<file path="src/rtl/rf_seq_pkg.sv">
// Shared constants for the register-file command sequencer: data/address
// widths, opcode encoding and FSM state encoding.
package rf_seq_pkg;

  localparam int unsigned DATA_W = 8;
  localparam int unsigned ADDR_W = 4;

  typedef enum logic [1:0] {
    OP_LDI = 2'b00,
    OP_MOV = 2'b01,
    OP_ADD = 2'b10,
    OP_RDR = 2'b11
  } op_e;

  typedef enum logic [2:0] {
    IDLE = 3'd0,
    RD_A = 3'd1,
    RD_B = 3'd2,
    WR   = 3'd3,
    DONE = 3'd4
  } state_e;

endpackage

</file>
<file path="src/rtl/rf_seq_alu.sv">
// Combinational result generator: immediate pass-through, copy of b,
// or 8-bit add with carry out. RDR reports the value read into b.
module rf_seq_alu
  import rf_seq_pkg::*;
(
  input  logic [1:0]        op,
  input  logic [DATA_W-1:0] imm,
  input  logic [DATA_W-1:0] a,
  input  logic [DATA_W-1:0] b,
  output logic [DATA_W-1:0] result,
  output logic              carry
);

  logic [DATA_W:0] sum;

  always_comb begin
    sum    = {1'b0, a} + {1'b0, b};
    result = b;
    carry  = 1'b0;
    case (op)
      OP_LDI: result = imm;
      OP_ADD: begin
        result = sum[DATA_W-1:0];
        carry  = sum[DATA_W];
      end
      default: result = b;
    endcase
  end

endmodule

</file>
<file path="src/rtl/rf_seq.sv">
// Command sequencer driving a single-port register file: LDI/MOV/ADD/RDR
// executed as read/write cycle sequences, with registered outputs.
module rf_seq
  import rf_seq_pkg::*;
(
  input  logic              clk,
  input  logic              rst,
  input  logic              cmd_valid,
  output logic              cmd_ready,
  input  logic [1:0]        cmd_op,
  input  logic [ADDR_W-1:0] cmd_rd,
  input  logic [ADDR_W-1:0] cmd_rs,
  input  logic [DATA_W-1:0] cmd_imm,
  output logic              rf_enb,
  output logic              rf_r_w,
  output logic [ADDR_W-1:0] rf_sel,
  output logic [DATA_W-1:0] rf_in,
  input  logic [DATA_W-1:0] rf_out,
  output logic              res_valid,
  output logic [DATA_W-1:0] res_data,
  output logic              flag_c,
  output logic              flag_z
);

  state_e              state, state_nxt;
  logic [1:0]          op_q, op_n;
  logic [ADDR_W-1:0]   rd_q, rd_n, rs_q, rs_n;
  logic [DATA_W-1:0]   imm_q, imm_n, a_q, a_n, b_q, b_n;
  logic [DATA_W-1:0]   alu_res;
  logic                alu_c;
  logic                accept;

  assign accept = cmd_valid && cmd_ready;

  // The *_n values are what the latches hold after this edge; outputs are
  // registered from them so each output lines up with the state it belongs to.
  always_comb begin
    state_nxt = state;
    op_n      = op_q;
    rd_n      = rd_q;
    rs_n      = rs_q;
    imm_n     = imm_q;
    a_n       = a_q;
    b_n       = b_q;
    case (state)
      IDLE: begin
        if (accept) begin
          op_n  = cmd_op;
          rd_n  = cmd_rd;
          rs_n  = cmd_rs;
          imm_n = cmd_imm;
          case (cmd_op)
            OP_LDI:  state_nxt = WR;
            OP_ADD:  state_nxt = RD_A;
            default: state_nxt = RD_B;
          endcase
        end
      end
      RD_A: begin
        a_n       = rf_out;
        state_nxt = RD_B;
      end
      RD_B: begin
        b_n       = rf_out;
        state_nxt = (op_q == OP_RDR) ? DONE : WR;
      end
      WR:      state_nxt = DONE;
      DONE:    state_nxt = IDLE;
      default: state_nxt = IDLE;
    endcase
  end

  rf_seq_alu u_alu (
    .op     (op_n),
    .imm    (imm_n),
    .a      (a_n),
    .b      (b_n),
    .result (alu_res),
    .carry  (alu_c)
  );

  always_ff @(posedge clk or negedge rst) begin
    if (!rst) begin
      state <= IDLE;
      op_q  <= '0;
      rd_q  <= '0;
      rs_q  <= '0;
      imm_q <= '0;
      a_q   <= '0;
      b_q   <= '0;
    end else begin
      state <= state_nxt;
      op_q  <= op_n;
      rd_q  <= rd_n;
      rs_q  <= rs_n;
      imm_q <= imm_n;
      a_q   <= a_n;
      b_q   <= b_n;
    end
  end

  always_ff @(posedge clk or negedge rst) begin
    if (!rst) begin
      cmd_ready <= 1'b0;
      rf_enb    <= 1'b0;
      rf_r_w    <= 1'b1;
      rf_sel    <= '0;
      rf_in     <= '0;
      res_valid <= 1'b0;
      res_data  <= '0;
      flag_c    <= 1'b0;
      flag_z    <= 1'b0;
    end else begin
      cmd_ready <= (state_nxt == IDLE);
      rf_enb    <= (state_nxt inside {RD_A, RD_B, WR});
      rf_r_w    <= (state_nxt != WR);
      case (state_nxt)
        RD_A, WR: rf_sel <= rd_n;
        RD_B:     rf_sel <= rs_n;
        default:  rf_sel <= '0;
      endcase
      rf_in     <= (state_nxt == WR) ? alu_res : '0;
      res_valid <= (state_nxt == DONE);
      if (state_nxt == DONE) begin
        res_data <= alu_res;
        flag_z   <= (alu_res == '0);
        if (op_n == OP_ADD)
          flag_c <= alu_c;
      end
    end
  end

endmodule

</file>
<file path="config.mk">
export PLATFORM = sky130hd
export DESIGN_NAME = rf_seq
export DESIGN_NICKNAME = d
export VERILOG_FILES = /design/src/rtl/rf_seq_pkg.sv /design/src/rtl/rf_seq_alu.sv /design/src/rtl/rf_seq.sv
export SDC_FILE = /design/constraint.sdc
export NUM_CORES = 1
export LEC_CHECK = 0
export CAP_MARGIN = 10
export CORE_ASPECT_RATIO = 0.75
export CORE_MARGIN = 2
export CORE_UTILIZATION = 55
export DETAILED_ROUTE_END_ITERATION = 7
export GPL_TIMING_DRIVEN = 1
export PLACE_DENSITY = 0.82
export SLEW_MARGIN = 10
export SYNTH_ARGS = -nofsm -noshare
export SYNTH_HDL_FRONTEND = slang
export SYNTH_HIERARCHICAL = 1
export SYNTH_SLANG_ARGS = --single-unit
</file>
<file path="constraint.sdc">
create_clock -name clk -period 7.2 [get_ports clk]
set_input_delay 1.8 -clock clk [delete_from_list [all_inputs] [get_ports clk]]
set_output_delay 1.8 -clock clk [all_outputs]
set_load 0.1 [all_outputs]
</file>
==> results of run 1 <==
[worst min-delay path, cell delays in order, from the launching register on]
cell and delay (ns):
dfrtp_1 0.32, mux2i_1 0.08, inv_1 0.06
[flip-flops by register name, summed over array words and instances, names as in the netlist]
name and flops:
res_data 8, res_valid 1, flag_c 1, b_q 8, rs_q 4, op_q 2
rf_in 8, imm_q 8, flag_z 1, rd_q 4, rf_r_w 1, rf_sel 4
a_q 8, cmd_ready 1, rf_enb 1, state 3
[cell usage after synthesis (all sizes together)]
cell type and instances:
a211oi 3, a21o 3, a21oi 10, a221o 2, a22oi 1, buf 5
clkbuf 4, dfrtp 62, dfstp 1, fa 1, ha 8, inv 15
mux2 25, mux2i 12, nand2 39, nand3 3, nand4bb 1, nor2 9
nor2b 11, nor3 3, nor3b 4, nor4 3, o21a 3, o21ai 15
o21bai 1, o22ai 4, o31a 2, or3 3, or4 1
[kinds of logic after synthesis]
kind of cell | synth area share
adders and majority gates | 0.0415
AOI/OAI and AO/OA | 0.0998
and+or+nand+nor | 0.137
muxes | 0.139
buffers and inverters | 0.0376
DFF | 0.545
[path summary, 6_finish.rpt]
path / slack [ns] / to / startpoint / depth (start not counted)
max: 2.50 / flag_z$_DFFE_PN0P_ / cmd_valid / 12
min: 0.49 / rd_q[1]$_DFF_PN0_ / rd_q[1]$_DFF_PN0_ / 2
max reg2reg: 3.50 / flag_z$_DFFE_PN0P_ / state[1]$_DFF_PN0_ / 11
min reg2reg: 0.49 / rd_q[1]$_DFF_PN0_ / rd_q[1]$_DFF_PN0_ / 2
max in group asynchronous: 5.06 / a_q[6]$_DFF_PN0_ / rst / 2
min in group asynchronous: 1.61 / b_q[0]$_DFF_PN0_ / rst / 2
[stage by stage]
step	utilization	hold WS, ns
2_1_floorplan	-	0.440
3_3_place_gp	0.702	0.465
3_5_place_dp	0.702	0.472
4_1_cts	0.751	0.492
5_1_grt	0.751	0.518
6_report	0.751	0.486
[metal layers]
layer,vias to the layer above,global-route usage
met5,-,0
li1,1008,-
met3,9,0.0830
met1,1009,0.341
met2,62,0.347
met4,0,0.0596
[area by class of cell]
class / instances / area share
clock buffers: 11 / 0.0378
clock inverters: 5 / 0.0278
inverters: 15 / 0.0151
multi-input cells: 167 / 0.324
flip-flops and latches: 63 / 0.422
well taps: 72 / 0.0241
repair buffers: 57 / 0.149
==> summary.txt, run 1 <==
Final layout
  • Area taken by flip-flops and latches: 1580 sq um
  • Most frequent standard cell in the layout excluding fill and tap cells: dfrtp_1
  • Final nets: approximately 350
  • Final cell count without fillers: between 300 and 400
  • Area used by multi-input combinational logic: between 1000 and 1500 sq um
  • Fillers: 362
  • Area growth, synth to finish: 29.2%
  • Share of layout cells above drive strength 1: 0.179
  • Final cell area excluding filler cells: 3740 sq um
  • Commonest cells after routing, fill and taps aside: dfrtp_1 (62), clkdlybuf4s50_1 (53), nand2_1 (39)
  • Count of antenna diodes in the layout: 0

Clocking
  • # clock sinks: 63
  • Buffer count from post-CTS setup fixing: 0
  • Count of hold buffers inserted by post-cts repair: 0
  • Number of levels the H-tree was split into: 3
  • Clock transition time at the flip-flop clock pins of the worst setup and hold paths: roughly 0.070 ns
  • Clock root buffer: clkbuf_8
  • Number of buffers added by the clock tree synthesis step: 9
  • Clk_lat worst skew: roughly 0.34 ns
  • CTS resizes: 0
  • CTS tree: built
  • Maximum buffer depth of the clock tree: 2

Flow run
  • Max-capacitance violation count: 0

Critical path
  • Worst Setup End Kind: flip-flop
  • Buffer and inverter count on the worst path: 2
  • Worst Path Class, Setup: in2reg
  • Critical Path, Cell by Cell: clkdlybuf4s50_1, nand2_1, or4_1, o21ai_1, inv_2, nor2_1, nand2_1, or3_1, nand3_1, nor4_1, nand3_1, o21ai_0
  • CP arrival: 4.92 ns
  • Critical path fanouts, max: 22
  • Required @ worst endpoint: around 7.4 ns
  • Startpoint types: primary input
  • Cell family with most CP delay: simple AND/OR/NAND/NOR gates
  • Crit path max-delay cell type: or4_1
  • CP max stage delay: around 0.83 ns

Logic synthesis
  • #FFs+latches synth: 63
  • Biggest area consumer among synthesized cells: dfrtp_1
  • Yosys top cell area share: 0.536
  • Number of standard cells after synthesis: 254
  • Ranking of synthesized cells by area: dfrtp_1 (54%), mux2_2 (8.6%), nand2_1 (5.1%)
  • Yosys Warn Count: 6
  • Sequential cell area fraction in the yosys report: 0.545
  • Average cell area after synthesis: between 10 and 15 sq um
  • Mapped Nets: around 300
  • Distinct cells, synth: 38
  • Post-Synthesis Cell Area: about 2900 sq um

Placement
  • Routability cong.: 0.903
  • Standard cell area after detailed placement: 3500 sq um
  • Worst Setup Slack post-DPL: between 2 and 2.5 ns
  • Number of cells after detailed placement: ~370
  • IO Port Bufs: between 50 and 60
  • Post-detailed-placement half-perimeter wirelength: roughly 4300 microns

Global route
  • Maximum number of pins on one net before global-route repair: 64
  • Leftover overflow at the end of global routing: 0
  • First-pass GRT wire length: roughly 10000 microns
  • Antenna violations before repair: 0
  • GR Util All Layers: 0.238
  • Number of global-route vias before repair: 2042

Drt
  • Metal1 wirelength: about 3000 microns
  • DR vias: about 2100
  • Detail-routed via count per cell: between 5 and 6
  • DRT Wirelength: 6280 microns
  • Pre-antenna DRT Iters: 4
  • Routed Antenna Nets: 0
  • Highest signal layer in the routed design: met4
  • Total met3 wirelength after detailed routing: ~340 microns
  • Routed length on met2: 2860 microns
  • Residual DRC: 0
  • Initial drt markers: 141
  • Routed wire per std cell: about 16 microns

Timing
  • RSZ-0062 raised after global routing: false
  • Relative slew slack: 0.332
  • Slew @ Worst Pin: 0.997 ns
  • Number of failing setup endpoints in the final timing report: 0
  • Final Hold Vio Count: 0
  • Layout Skew: slightly below 0.006 ns
  • Final WS setup: 2.50 ns
  • Fmax: between 200 and 250 MHz
  • Total Negative Setup Slacks: 0 ns
  • Period utilization: 0.652
  • Max-slew violation count: 0
  • Min Clock Period, post-route: 4.70 ns

Floorplan
  • Initial Util: 0.581
  • Ports: between 50 and 60
  • Overall die area: 5870 sq um
  • Floorplan die width: around 88 microns
  • Core Region: between 4000 and 5000 sq um
  • Die height: 66.8 microns
  • Row count: 22

Min path
  • Hold/Removal Path Class: reg2reg

Run status
  • Outcome: completed
Power of run 1 is left out: the tool's default activity adds up to more than one toggle a clock period on the data nets, which glitch-free logic cannot reach.
==> run 2, diff against run 1 <==
CORE_UTILIZATION = 47   (was 55)
PLACE_DENSITY = 0.74   (was 0.82)
clock period = 3.9 ns   (was 7.2 ns; I/O delays follow)
==> run 2 against run 1 <==
Net effect: register-to-register slack got worse by 2.9 ns; final cell count increased by 3.3%; critical path depth unchanged; sequential share of layout area about the same; hold slack got worse by 0.010 ns; clock skew increased by 0.0035 ns; sequential cell count unchanged; via count increased by 3.3%; utilization decreased by 12 points; highest routed layer unchanged.
==> summary.txt, run 2 (same netlist as run 1, synthesis figures left out) <==
Global route
  • Leftover overflow at the end of global routing: 0
  • First-pass GRT wire length: around 10000 microns
  • Antenna violations before repair: 0
  • Met1 capacity usage during global routing: 0.292
  • GRT busiest layer: met1
  • GR Util All Layers: 0.203
  • Met2 Use GR: 0.290
  • Met3 GRT Util: 0.0737
  • Maximum number of pins on one net before global-route repair: just under 50
  • Number of global-route vias before repair: approximately 2100

Critical path
  • Crit path max-delay cell type: dfrtp_1
  • CP arrival: 3.58 ns
  • Cell type with the highest occurrence count on the critical path: a211oi_2
  • Worst Setup End Kind: flip-flop
  • Critical Path, Cell by Cell: nor3b_2, buf_4, mux2_2, ha_1, a211oi_2, nor3_1, a211oi_2, mux2i_1, a221o_1, nor4_1, nand3_1, o21ai_0
  • Critical path fanouts, max: 8
  • Worst Path Class, Setup: reg2reg
  • Required @ worst endpoint: approximately 4.2 ns
  • CP max stage delay: approximately 0.48 ns
  • Buffer and inverter count on the worst path: 1
  • Number of logic stages on the critical path including buffering: 12
  • Cell family with most CP delay: compound AO/OA/AOI/OAI gates
  • Reg2Reg Depth: 12
  • Startpoint types: flip-flop

Final layout
  • Fillers: between 500 and 600
  • Count of antenna diodes in the layout: 0
  • Final nets: between 300 and 400
  • Area taken by flip-flops and latches: roughly 1600 sq um
  • Most frequent standard cell in the layout excluding fill and tap cells: dfrtp_1
  • Share of layout cells above drive strength 1: 0.194
  • Area used by multi-input combinational logic: ~1200 sq um
  • Area growth, synth to finish: 29.2%
  • Commonest cells after routing, fill and taps aside: dfrtp_1 (62), clkdlybuf4s50_1 (53), nand2_1 (39)

Drt
  • DRT Wirelength: ~6300 microns
  • Detail-routed via count per cell: around 5.3
  • Pre-antenna DRT Iters: 6
  • Initial drt markers: between 100 and 150
  • Residual DRC: 0
  • Routed Antenna Nets: 0
  • DR vias: between 2000 and 2500
  • Routed wire per std cell: between 15 and 20 microns

Clocking
  • CTS tree: built
  • Clock root buffer: clkbuf_8
  • CTS resizes: 0
  • Clock transition time at the flip-flop clock pins of the worst setup and hold paths: 0.07 ns
  • # clock sinks: 63
  • Number of buffers added by the clock tree synthesis step: 9
  • Count of hold buffers inserted by post-cts repair: 0
  • Clk_lat worst skew: approximately 0.34 ns
  • Number of levels the H-tree was split into: 3
  • Maximum buffer depth of the clock tree: 2
  • Buffer count from post-CTS setup fixing: 0

Floorplan
  • Ports: 55
  • Floorplan die width: about 95 microns
  • Overall die area: 6810 sq um
  • Initial Util: 0.492
  • Row count: 24
  • Die height: 72.0 microns
  • Core Region: roughly 6000 sq um

Timing
  • Total Negative Setup Slacks: 0 ns
  • Period utilization: 0.852
  • Relative slew slack: 0.317
  • RSZ-0062 raised after global routing: false
  • Min Clock Period, post-route: roughly 3.3 ns
  • Fmax: around 300 MHz
  • Slew @ Worst Pin: around 1 ns
  • Number of failing setup endpoints in the final timing report: 0
  • Final Hold Vio Count: 0
  • Max-slew violation count: 0
  • Layout Skew: between 0.009 and 0.01 ns

Placement
  • Routability cong.: ~0.86
  • Post-detailed-placement half-perimeter wirelength: approximately 4600 microns
  • IO Port Bufs: 54

Min path
  • Hold-critical path depth: 2
  • Hold/Removal Path Class: reg2reg

Flow run
  • Max-capacitance violation count: 0

Run status
  • Outcome: completed
==> run 2: cell type report <==
type                            count  share of cell area
Clock buffer                       10              0.0341
Inverter                           15              0.0151
Sequential cell                    63               0.422
Timing Repair Buffer               64               0.163
Clock inverter                      6              0.0164
Multi-Input combinational cell    167               0.323
Tap cell                           78              0.0261
==> run 2: final timing paths <==
check | from | endpoint | slack (ns)
worst max-delay path | state[1]$_DFF_PN0_ | flag_z$_DFFE_PN0P_ | 0.58
worst min-delay path | imm_q[3]$_DFF_PN0_ | imm_q[3]$_DFF_PN0_ | 0.48
worst max register to register | state[1]$_DFF_PN0_ | flag_z$_DFFE_PN0P_ | 0.58
worst min register to register | imm_q[3]$_DFF_PN0_ | imm_q[3]$_DFF_PN0_ | 0.48
max in group asynchronous | rst | a_q[3]$_DFF_PN0_ | 2.31
min in group asynchronous | rst | imm_q[0]$_DFF_PN0_ | 0.81
==> run 2: stage by stage <==
step | area (sq um) | cells | util | setup WS (ns) | hold slack, ns
after floorplan | 2900 | 254 | - | 0.592 | 0.440
after global placement | 3550 | 387 | 0.603 | 0.374 | 0.460
after detailed placement | 3550 | 387 | 0.603 | 0.333 | 0.462
after CTS | 3740 | 403 | 0.635 | 0.585 | 0.479
after global routing | 3740 | 403 | 0.635 | 0.270 | 0.507
final | 3740 | 403 | 0.635 | 0.576 | 0.476
==> run 2: per-layer routing <==
metal | share of wire | vias to the layer above | routed length (microns)
li1 | - | 1013 | -
met1 | 0.48 | 1051 | 3030
met2 | 0.44 | 78 | 2740
met3 | 0.065 | 14 | 405
met4 | 0.013 | 0 | 80
met5 | 0 | - | 0
==> run 2: worst register-to-register path, delay by kind of cell (launching register included) <==
family / cells / cell delay [ns]
flip-flops: 1 / 0.48
AND/OR/NAND/NOR: 4 / 0.77
AO/OA/AOI/OAI: 4 / 0.95
adder cells (fa/ha/maj): 1 / 0.31
buffers and inverters: 1 / 0.24
multiplexers: 2 / 0.50
Power of run 2 is left out for the same reason.
